### src/rtl/uart_pkg.sv
// Shared types and timing helpers for the uart transmitter and receiver.
package uart_pkg;

  typedef enum logic [1:0] {
    TX_IDLE,
    TX_START,
    TX_DATA,
    TX_STOP
  } tx_state_t;

  typedef enum logic [2:0] {
    RX_IDLE,
    RX_START,
    RX_DATA,
    RX_STOP,
    RX_WAIT
  } rx_state_t;

  function automatic int clks_per_bit(input int clk_freq, input int baud_rate);
    return clk_freq / baud_rate;
  endfunction

  function automatic int half_bit(input int cpb);
    return cpb / 2;
  endfunction

endpackage

### src/rtl/uart_sync2.sv
// Two-flop synchroniser for an asynchronous single-bit input.
module uart_sync2 #(
  parameter logic RESET_VAL = 1'b1
) (
  input  logic clk,
  input  logic rst,
  input  logic d,
  output logic q
);

  logic meta;

  always_ff @(posedge clk or posedge rst) begin
    if (rst) begin
      meta <= RESET_VAL;
      q    <= RESET_VAL;
    end else begin
      meta <= d;
      q    <= meta;
    end
  end

endmodule

### src/rtl/uart.sv
// Full-duplex UART: independent TX and RX state machines sharing one clock.
//
// state     | meaning
// TX_IDLE   | line high, waiting for tx_start
// TX_START  | driving start bit (low) for one bit time
// TX_DATA   | driving data bits LSB first, one bit time each
// TX_STOP   | driving stop bit(s) high, then release tx_busy
// RX_IDLE   | waiting for synchronised rx to fall
// RX_START  | half a bit in, confirm start bit still low
// RX_DATA   | sampling data bits mid-bit, LSB first
// RX_STOP   | sampling stop bit(s) mid-bit, publish byte if all high
// RX_WAIT   | framing error, waiting for line to return high
module uart
  import uart_pkg::*;
#(
  parameter int CLK_FREQ  = 50000000,
  parameter int BAUD_RATE = 115200,
  parameter int DATA_BITS = 8,
  parameter int STOP_BITS = 1
) (
  input  logic                 clk,
  input  logic                 rst,
  input  logic [DATA_BITS-1:0] tx_data,
  input  logic                 tx_start,
  output logic                 tx_busy,
  output logic                 tx,
  output logic [DATA_BITS-1:0] rx_data,
  output logic                 rx_ready,
  input  logic                 rx_ack,
  input  logic                 rx
);

  localparam int CPB     = clks_per_bit(CLK_FREQ, BAUD_RATE);
  localparam int HALF    = half_bit(CPB);
  localparam int HALF_M1 = (HALF > 0) ? HALF - 1 : 0;
  localparam int CW      = $clog2(CPB * STOP_BITS + 1);
  localparam int BW      = $clog2(DATA_BITS + 1);

  tx_state_t            tx_state;
  logic [CW-1:0]        tx_cnt;
  logic [BW-1:0]        tx_bit;
  logic [DATA_BITS-1:0] tx_shift;

  rx_state_t            rx_state;
  logic [CW-1:0]        rx_cnt;
  logic [BW-1:0]        rx_bit;
  logic [DATA_BITS-1:0] rx_shift;
  logic                 rx_s;

  uart_sync2 #(.RESET_VAL(1'b1)) u_rx_sync (
    .clk (clk),
    .rst (rst),
    .d   (rx),
    .q   (rx_s)
  );

  // Counters count down from the period minus one; a phase ends at zero.
  always_ff @(posedge clk or posedge rst) begin
    if (rst) begin
      tx_state <= TX_IDLE;
      tx_cnt   <= '0;
      tx_bit   <= '0;
      tx_shift <= '0;
      tx       <= 1'b1;
      tx_busy  <= 1'b0;
    end else begin
      case (tx_state)
        TX_IDLE: begin
          tx <= 1'b1;
          if (tx_start) begin
            tx_shift <= tx_data;
            tx_busy  <= 1'b1;
            tx       <= 1'b0;
            tx_cnt   <= CW'(CPB - 1);
            tx_state <= TX_START;
          end
        end
        TX_START: begin
          if (tx_cnt == '0) begin
            tx       <= tx_shift[0];
            tx_shift <= tx_shift >> 1;
            tx_bit   <= '0;
            tx_cnt   <= CW'(CPB - 1);
            tx_state <= TX_DATA;
          end else begin
            tx_cnt <= tx_cnt - 1'b1;
          end
        end
        TX_DATA: begin
          if (tx_cnt == '0) begin
            if (tx_bit == BW'(DATA_BITS - 1)) begin
              tx       <= 1'b1;
              tx_cnt   <= CW'(STOP_BITS * CPB - 1);
              tx_state <= TX_STOP;
            end else begin
              tx       <= tx_shift[0];
              tx_shift <= tx_shift >> 1;
              tx_bit   <= tx_bit + 1'b1;
              tx_cnt   <= CW'(CPB - 1);
            end
          end else begin
            tx_cnt <= tx_cnt - 1'b1;
          end
        end
        TX_STOP: begin
          if (tx_cnt == '0) begin
            tx_busy  <= 1'b0;
            tx_state <= TX_IDLE;
          end else begin
            tx_cnt <= tx_cnt - 1'b1;
          end
        end
        default: tx_state <= TX_IDLE;
      endcase
    end
  end

  // A completing byte is assigned after the ack clear so it takes priority.
  always_ff @(posedge clk or posedge rst) begin
    if (rst) begin
      rx_state <= RX_IDLE;
      rx_cnt   <= '0;
      rx_bit   <= '0;
      rx_shift <= '0;
      rx_data  <= '0;
      rx_ready <= 1'b0;
    end else begin
      if (rx_ack) rx_ready <= 1'b0;
      case (rx_state)
        RX_IDLE: begin
          if (!rx_s) begin
            rx_cnt   <= CW'(HALF_M1);
            rx_state <= RX_START;
          end
        end
        RX_START: begin
          if (rx_cnt == '0) begin
            if (!rx_s) begin
              rx_bit   <= '0;
              rx_cnt   <= CW'(CPB - 1);
              rx_state <= RX_DATA;
            end else begin
              rx_state <= RX_IDLE;
            end
          end else begin
            rx_cnt <= rx_cnt - 1'b1;
          end
        end
        RX_DATA: begin
          if (rx_cnt == '0) begin
            rx_shift <= {rx_s, rx_shift[DATA_BITS-1:1]};
            rx_cnt   <= CW'(CPB - 1);
            if (rx_bit == BW'(DATA_BITS - 1)) begin
              rx_bit   <= '0;
              rx_state <= RX_STOP;
            end else begin
              rx_bit <= rx_bit + 1'b1;
            end
          end else begin
            rx_cnt <= rx_cnt - 1'b1;
          end
        end
        RX_STOP: begin
          if (rx_cnt == '0) begin
            if (!rx_s) begin
              rx_state <= RX_WAIT;
            end else if (rx_bit == BW'(STOP_BITS - 1)) begin
              rx_data  <= rx_shift;
              rx_ready <= 1'b1;
              rx_state <= RX_IDLE;
            end else begin
              rx_bit <= rx_bit + 1'b1;
              rx_cnt <= CW'(CPB - 1);
            end
          end else begin
            rx_cnt <= rx_cnt - 1'b1;
          end
        end
        RX_WAIT: begin
          if (rx_s) rx_state <= RX_IDLE;
        end
        default: rx_state <= RX_IDLE;
      endcase
    end
  end

endmodule

### config.mk
export PLATFORM = sky130hd
export DESIGN_NAME = uart
export DESIGN_NICKNAME = d
export VERILOG_FILES = /design/src/rtl/uart_pkg.sv /design/src/rtl/uart_sync2.sv /design/src/rtl/uart.sv
export SDC_FILE = /design/constraint.sdc
export NUM_CORES = 1
export LEC_CHECK = 0
export CORE_AREA = 2 2 99 101
export DETAILED_ROUTE_END_ITERATION = 10
export DIE_AREA = 0 0 101 103
export PLACE_DENSITY = 0.62
export SLEW_MARGIN = 40
export SYNTH_ARGS = -nofsm -noshare
export SYNTH_HDL_FRONTEND = slang
export SYNTH_SLANG_ARGS = --single-unit
### constraint.sdc
create_clock -name clk -period 3.1 [get_ports clk]
set_clock_uncertainty 0.15 [all_clocks]
set_input_delay 0.465 -clock clk [delete_from_list [all_inputs] [get_ports clk]]
set_output_delay 0.465 -clock clk [all_outputs]
set_load 0.03 [all_outputs]
# [After elaboration in Yosys (flattened, before gate mapping)]
# Index checks and enable logic that the tools add are counted.
# Widths: inputs -> output; s select.
[totals] word_cells=127 inputBits=13 register_bits=60
[classes] mux=58 n_addsub=4 n_reduce_logical=22 eq_ne=29
[op_table] cell="$mux 9" n=10
[op_table] cell="$mux 4" n=10
[op_table] cell="$pmux 9 s4" n=1
[op_table] cell="$mux 8" n=4
[op_table] cell="$ne 2x2->1 const B" n=14
[op_table] cell="$pmux 9 s3" n=1
[op_table] cell="$mux 3" n=8
[op_table] cell="$pmux 8 s3" n=1
[op_table] cell="$logic_not 9->1" n=2
[op_table] cell="$sub 9x1->9 const B" n=2
[op_table] cell="$pmux 3 s5" n=1
[op_table] cell="$reduce_and 5->1" n=3
[op_table] cell="$reduce_and 7->1" n=2
[op_table] cell="$mux 2" n=6
[op_table] cell="$pmux 4 s3" n=1
[op_table] cell="$mux 1" n=11
[op_table] cell="$ne 3x3->1 const B" n=3
[op_table] cell="$add 4x1->4 const B" n=2
[op_table] cell="$eq 4x3->1 const B" n=2
[op_table] cell="$pmux 2 s4" n=1
[op_table] cell="$pmux 4 s2" n=1
[op_table] cell="$reduce_and 4->1" n=2
[op_table] cell="$eq 3x2->1 const B" n=2
[op_table] cell="$reduce_and 3->1" n=2
[op_table] cell="16 further kinds" n=21

# [Depth between registers and ports, before layout]
# Gate-level depths: netlist of run 1.
[depth] ltp_word=5 ltp_mapped=7

# [By module]
# A second synthesis of run 1 with hierarchy kept.
[hier_totals] cells_unflattened=296 area_unflattened_um2=2994.1
[by_module_without_submodules] mod="uart" seq_area_each_um2=1452.6 area_each_um2=2937.8 cells_each=293 instances=1
[by_module_without_submodules] mod="uart_sync2" seq_area_each_um2=52.6 area_each_um2=56.3 cells_each=3 instances=1

# [Worst setup path before layout of run 1]
# OpenSTA, ideal clock, no wires.
[synth_timing] path_kind="reg2reg" start="register tx_cnt[0]" end="register tx_state[1]" setup_ps=128 t_arrival_ps=2206 setup_slack_ps=616 stages_incl_launch_ff=7 required_time_ps=2822 n_path_buf=0 path_cell_list="dfrtp_1 > inv_1 > ha_1 > or4b_4 > or4_1 > a211oi_2 > mux2_1"
[synth_between] elab_chain_cells=3
[synth_lines] item="start, declared" line="uart.sv:40" rtl="logic [CW-1:0] tx_cnt;"
[synth_lines] item="start signal, assigned" line="uart.sv:74" rtl="tx_cnt <= CW'(CPB - 1);"
[synth_lines] item="start signal, assigned" line="uart.sv:83" rtl="tx_cnt <= CW'(CPB - 1);"
[synth_lines] item="start signal, assigned" line="uart.sv:86" rtl="tx_cnt <= tx_cnt - 1'b1;"
[synth_lines] item="$logic_not 9->1 (*)" line="uart.sv:79, uart.sv:90, uart.sv:106"
[synth_lines] item="$ne 2x2->1 (no source line)"
[synth_lines] item="$reduce_and 5->1 (no source line) (*)"
[synth_lines] item="end signal, assigned" line="uart.sv:84" rtl="tx_state <= TX_DATA;"
[synth_lines] item="end signal, assigned" line="uart.sv:94" rtl="tx_state <= TX_STOP;"
[synth_lines] item="end signal, assigned" line="uart.sv:108" rtl="tx_state <= TX_IDLE;"
[synth_lines] item="end, declared" line="uart.sv:39" rtl="tx_state_t tx_state;"
# Every way passes the cells marked *; elsewhere a longest branch is shown, timed or not.
# A chain may end at the register's enable or synchronous reset.

# [Worst setup path after layout of run 1]
[layout_timing] start="register rx_cnt[0]" end="register rx_data[0]"
[layout_between] elab_chain_cells=2
[layout_lines] item="start, declared" line="uart.sv:45" rtl="logic [CW-1:0] rx_cnt;"
[layout_lines] item="start signal, assigned" line="uart.sv:132" rtl="rx_cnt <= CW'(HALF_M1);"
[layout_lines] item="start signal, assigned" line="uart.sv:140" rtl="rx_cnt <= CW'(CPB - 1);"
[layout_lines] item="start signal, assigned" line="uart.sv:146" rtl="rx_cnt <= rx_cnt - 1'b1;"
[layout_lines] item="$logic_not 9->1" line="uart.sv:164" rtl="if (rx_cnt == '0) begin"
[layout_lines] item="$reduce_and 4->1 (no source line)"
[layout_lines] item="end signal, assigned" line="uart.sv:168" rtl="rx_data <= rx_shift;"
[layout_lines] item="end, declared" line="uart.sv:27" rtl="output logic [DATA_BITS-1:0] rx_data,"
# No other way between the ends.

==> results of run 1 <==
-- cells by family after synthesis --
family	after synthesis
adders and majority gates	9
buffers and inverters	29
muxes	36
DFF	60
and+or+nand+nor	77
AOI/OAI and AO/OA	77
-- cell usage in the layout, fill, tap and decap left out, drive strengths merged, types with 8 or more instances in the layout --
cell type      synthesis  layout
clkbuf                 7       9
mux2                  34      34
inv                   19      19
a21oi                 16      16
nor2                  23      23
dfrtp                 57      57
nor3                   8       8
ha                     9       9
clkdlybuf4s50          0      23
o21ai                 13      13
-- report_power, final --
group | total (mW) | internal [mW] | switching [mW] | leakage, nW
logic | 1.07 | 0.506 | 0.566 | 0.843
clock network | 0.758 | 0.449 | 0.309 | 0.109
registers | 1.05 | 0.930 | 0.122 | 0.773
total | 2.88 | 1.89 | 0.997 | 1.72
-- worst max-delay path by stage --
stage | endpoint | cells past startpoint | slack (ps) | from
CTS | rx_data[0]$_DFFE_PP0P_ | 6 | 360 | rx_cnt[0]$_DFFE_PP0P_
floorplan | tx_state[1]$_DFFE_PP0P_ | 6 | 620 | tx_cnt[0]$_DFFE_PP0P_
global route | rx_data[0]$_DFFE_PP0P_ | 6 | 220 | rx_cnt[0]$_DFFE_PP0P_
finish | rx_data[0]$_DFFE_PP0P_ | 6 | 380 | rx_cnt[0]$_DFFE_PP0P_
detailed placement | rx_data[4]$_DFFE_PP0P_ | 6 | 360 | rx_cnt[0]$_DFFE_PP0P_
global placement | rx_data[6]$_DFFE_PP0P_ | 6 | 450 | rx_cnt[0]$_DFFE_PP0P_
-- critical path: cells and delay by family (launching register included) --
family,cells,cell delay [ps]
adders and majority gates,1,190
and+or+nand+nor,3,1400
muxes,1,390
buffers and inverters,1,70
DFF,1,410
-- flip-flops by register name, indices dropped and copies added (netlist names) --
signal,cells
rx_bit,4
rx_cnt,9
rx_data,8
rx_ready,1
rx_shift,8
rx_state,3
tx,1
tx_bit,4
tx_busy,1
tx_cnt,9
tx_shift,8
tx_state,2
u_rx_sync.meta,1
u_rx_sync.q,1
-- synth_stat cells, drive strengths merged (3+ instances only) --
| master | count |
|---|---|
| inv | 19 |
| dfstp | 3 |
| mux2 | 34 |
| a211o | 3 |
| buf | 3 |
| nor4 | 5 |
| nor3 | 8 |
| nand3b | 3 |
| a211oi | 3 |
| and2 | 4 |
| nor2b | 5 |
| nor2 | 23 |
| o22ai | 4 |
| dfrtp | 57 |
| o31ai | 6 |
| o22a | 4 |
| o21ai | 13 |
| o2bb2ai | 5 |
| nand2b | 5 |
| a21o | 4 |
| ha | 9 |
| clkbuf | 7 |
| a21oi | 16 |
| nand2 | 6 |
| nand3 | 6 |
-- cell type report --
class / count / area (um2)
multi-input combinational: 199 / 1580
timing repair buffer: 26 / 265
clock buffer: 9 / 124
tap: 114 / 143
clock inverter: 7 / 91.3
fill: 925 / 5680
sequential: 60 / 1510
inverter: 19 / 71.3
-- per-stage QoR --
stage	worst slack [ps]	hold WS (ps)	instances	utilization (%)
global route	225	220	434	40.0
global placement	448	197	418	37.7
detailed placement	364	205	418	37.7
CTS	359	217	434	39.9
floorplan	616	195	288	-
finish	375	213	434	40.0
-- metal layers --
layer	GRT usage [%]	part of all wire (%)
met4	4.68	1.6
met2	20.5	46
met5	0	0
met3	4.61	4.3
met1	17.4	48
==> impl_metrics.tcl, run 1 <==
set metrics [dict create \
    status "complete, no violations" \
    reg2reg_depth 6 \
    holdCritStartpoint "u_rx_sync.meta$_DFF_PP1_" \
    start_util_pct 33.9 \
    cpMaxStageDelayCell "or4_1" \
    design_area_mm2 0.00378 \
    chipHeight_um 103 \
    max_stage_delay_ps 820 \
    area_delta_synth_final_pct 17.9 \
    ys_ff_latch 60 \
    synth-adder-area-share_pct 3.51 \
    worst_setup_path_end_kind "register" \
    vias 2310 \
    power_mw 2.88 \
    clockRootBuffer "clkbuf_8" \
    period_share_pct 87.9 \
    grtUsageTotal_pct 13.3 \
    r2r_end "rx_data[0]$_DFFE_PP0P_" \
    power_density_mw_per_mm2 762 \
    regToRegStartpoint "rx_cnt[0]$_DFFE_PP0P_" \
    synth_cell_types 57 \
    place.detailed.hpwl_um 4300 \
    cts_resized 0 \
    synth-compound-area-share_pct 17.3 \
    rows 36 \
    hold_depth 0 \
    path_cells "inv_1 -> ha_1 -> nor4b_4 -> nand2_4 -> or4_1 -> mux2_4" \
    drt_iter0_drc 86 \
    whs_endpoint "u_rx_sync.q$_DFF_PP1_" \
    clock_latency_ps 330 \
    yosys.area_share.simple_pct 14.9 \
    io_pins 24 \
    synth_top_area_cell "dfrtp_1" \
    drc 0 \
    grt_pass1_wl_um 10800 \
    async_flop_share_pct 100 \
    synthXorXnorAreaFrac_pct 0 \
    antennaDiodeCount 0 \
    synth_nets 310 \
    postSynthAreaPerCell_um2 11.1 \
    viasPerCell 5.32 \
    reg2reg_slack_ps 380 \
    nets 337 \
    drv_slew 0 \
    maxCapViolCount 0 \
    core_mm2 0.00946 \
    clk_pin_slew_ps 70 \
    critPathKind "reg -> reg" \
    cts_sinks 60 \
    hold_violations 0 \
    synth_area_mm2 0.00321 \
    syn_inst 288 \
    routedWlPerCell_um 14.0 \
    hp-class "reg -> reg" \
    wl_um 6060 \
    place_area_mm2 0.00356 \
    synth_mux_area_share_pct 13.5 \
    slew_headroom_pct 48.0 \
    synthFlopType "dfrtp_1" \
    numPortBuffers 23 \
    worst_pin_slew_ps 777 \
    gr-total-overflow 0 \
    antenna_found_initial 0 \
    fin_tns_setup_ps 0 \
    ant_nets 0 \
    postCtsSetupBuffers 0 \
    drt_first_pass_iters 5 \
    rsz0062_at_grt "no" \
    cts_made_buffers 9 \
    cts_tree "done" \
    min_period_ps 2720 \
    cp_data_arrival_time_ps 2800 \
    clock_path_buffers 2 \
    synth.top_cell.area_share_pct 44.4 \
    dieArea_mm2 0.0104 \
    max_freq_mhz 367 \
    ys_warn_count 0 \
    fp.dieW_um 101 \
    synth_edf_count 0 \
    place_congestion 0.815 \
    required_ps 3170 \
    synth_area_leaders "dfrtp_1 (44%), mux2_2 (6.0%), mux2_4 (3.7%)" \
    seq_area_frac_synth_pct 46.9 \
    drive_above_1_share_pct 18.4 \
    grt_max_degree 32 \
    first_global_vias 2258 \
    setup-violations-final 0 \
    ir_drop_uv 323 \
    htreeDepth 3 \
    path_max_fanout 9 \
    p_leak_nw 1.72 \
    hold_buffers 0 \
    synth_top_family_by_area "compound AO/OA/AOI/OAI gates" \
    setup.worst_path.start_class "register" \
]
Note: power is estimated with default switching activity, not from simulation.
==> run 2, diff against run 1 <==
--- a/config.mk
+++ b/config.mk
@@ -9,6 +9,7 @@
 export DETAILED_ROUTE_END_ITERATION = 10
 export DIE_AREA = 0 0 101 103
 export PLACE_DENSITY = 0.62
+export SKIP_CTS_REPAIR_TIMING = 1
 export SLEW_MARGIN = 40
 export SYNTH_ARGS = -nofsm -noshare
 export SYNTH_HDL_FRONTEND = slang
==> results of run 2 <==
The final DEF is identical to that of run 1; final timing and power are the same.
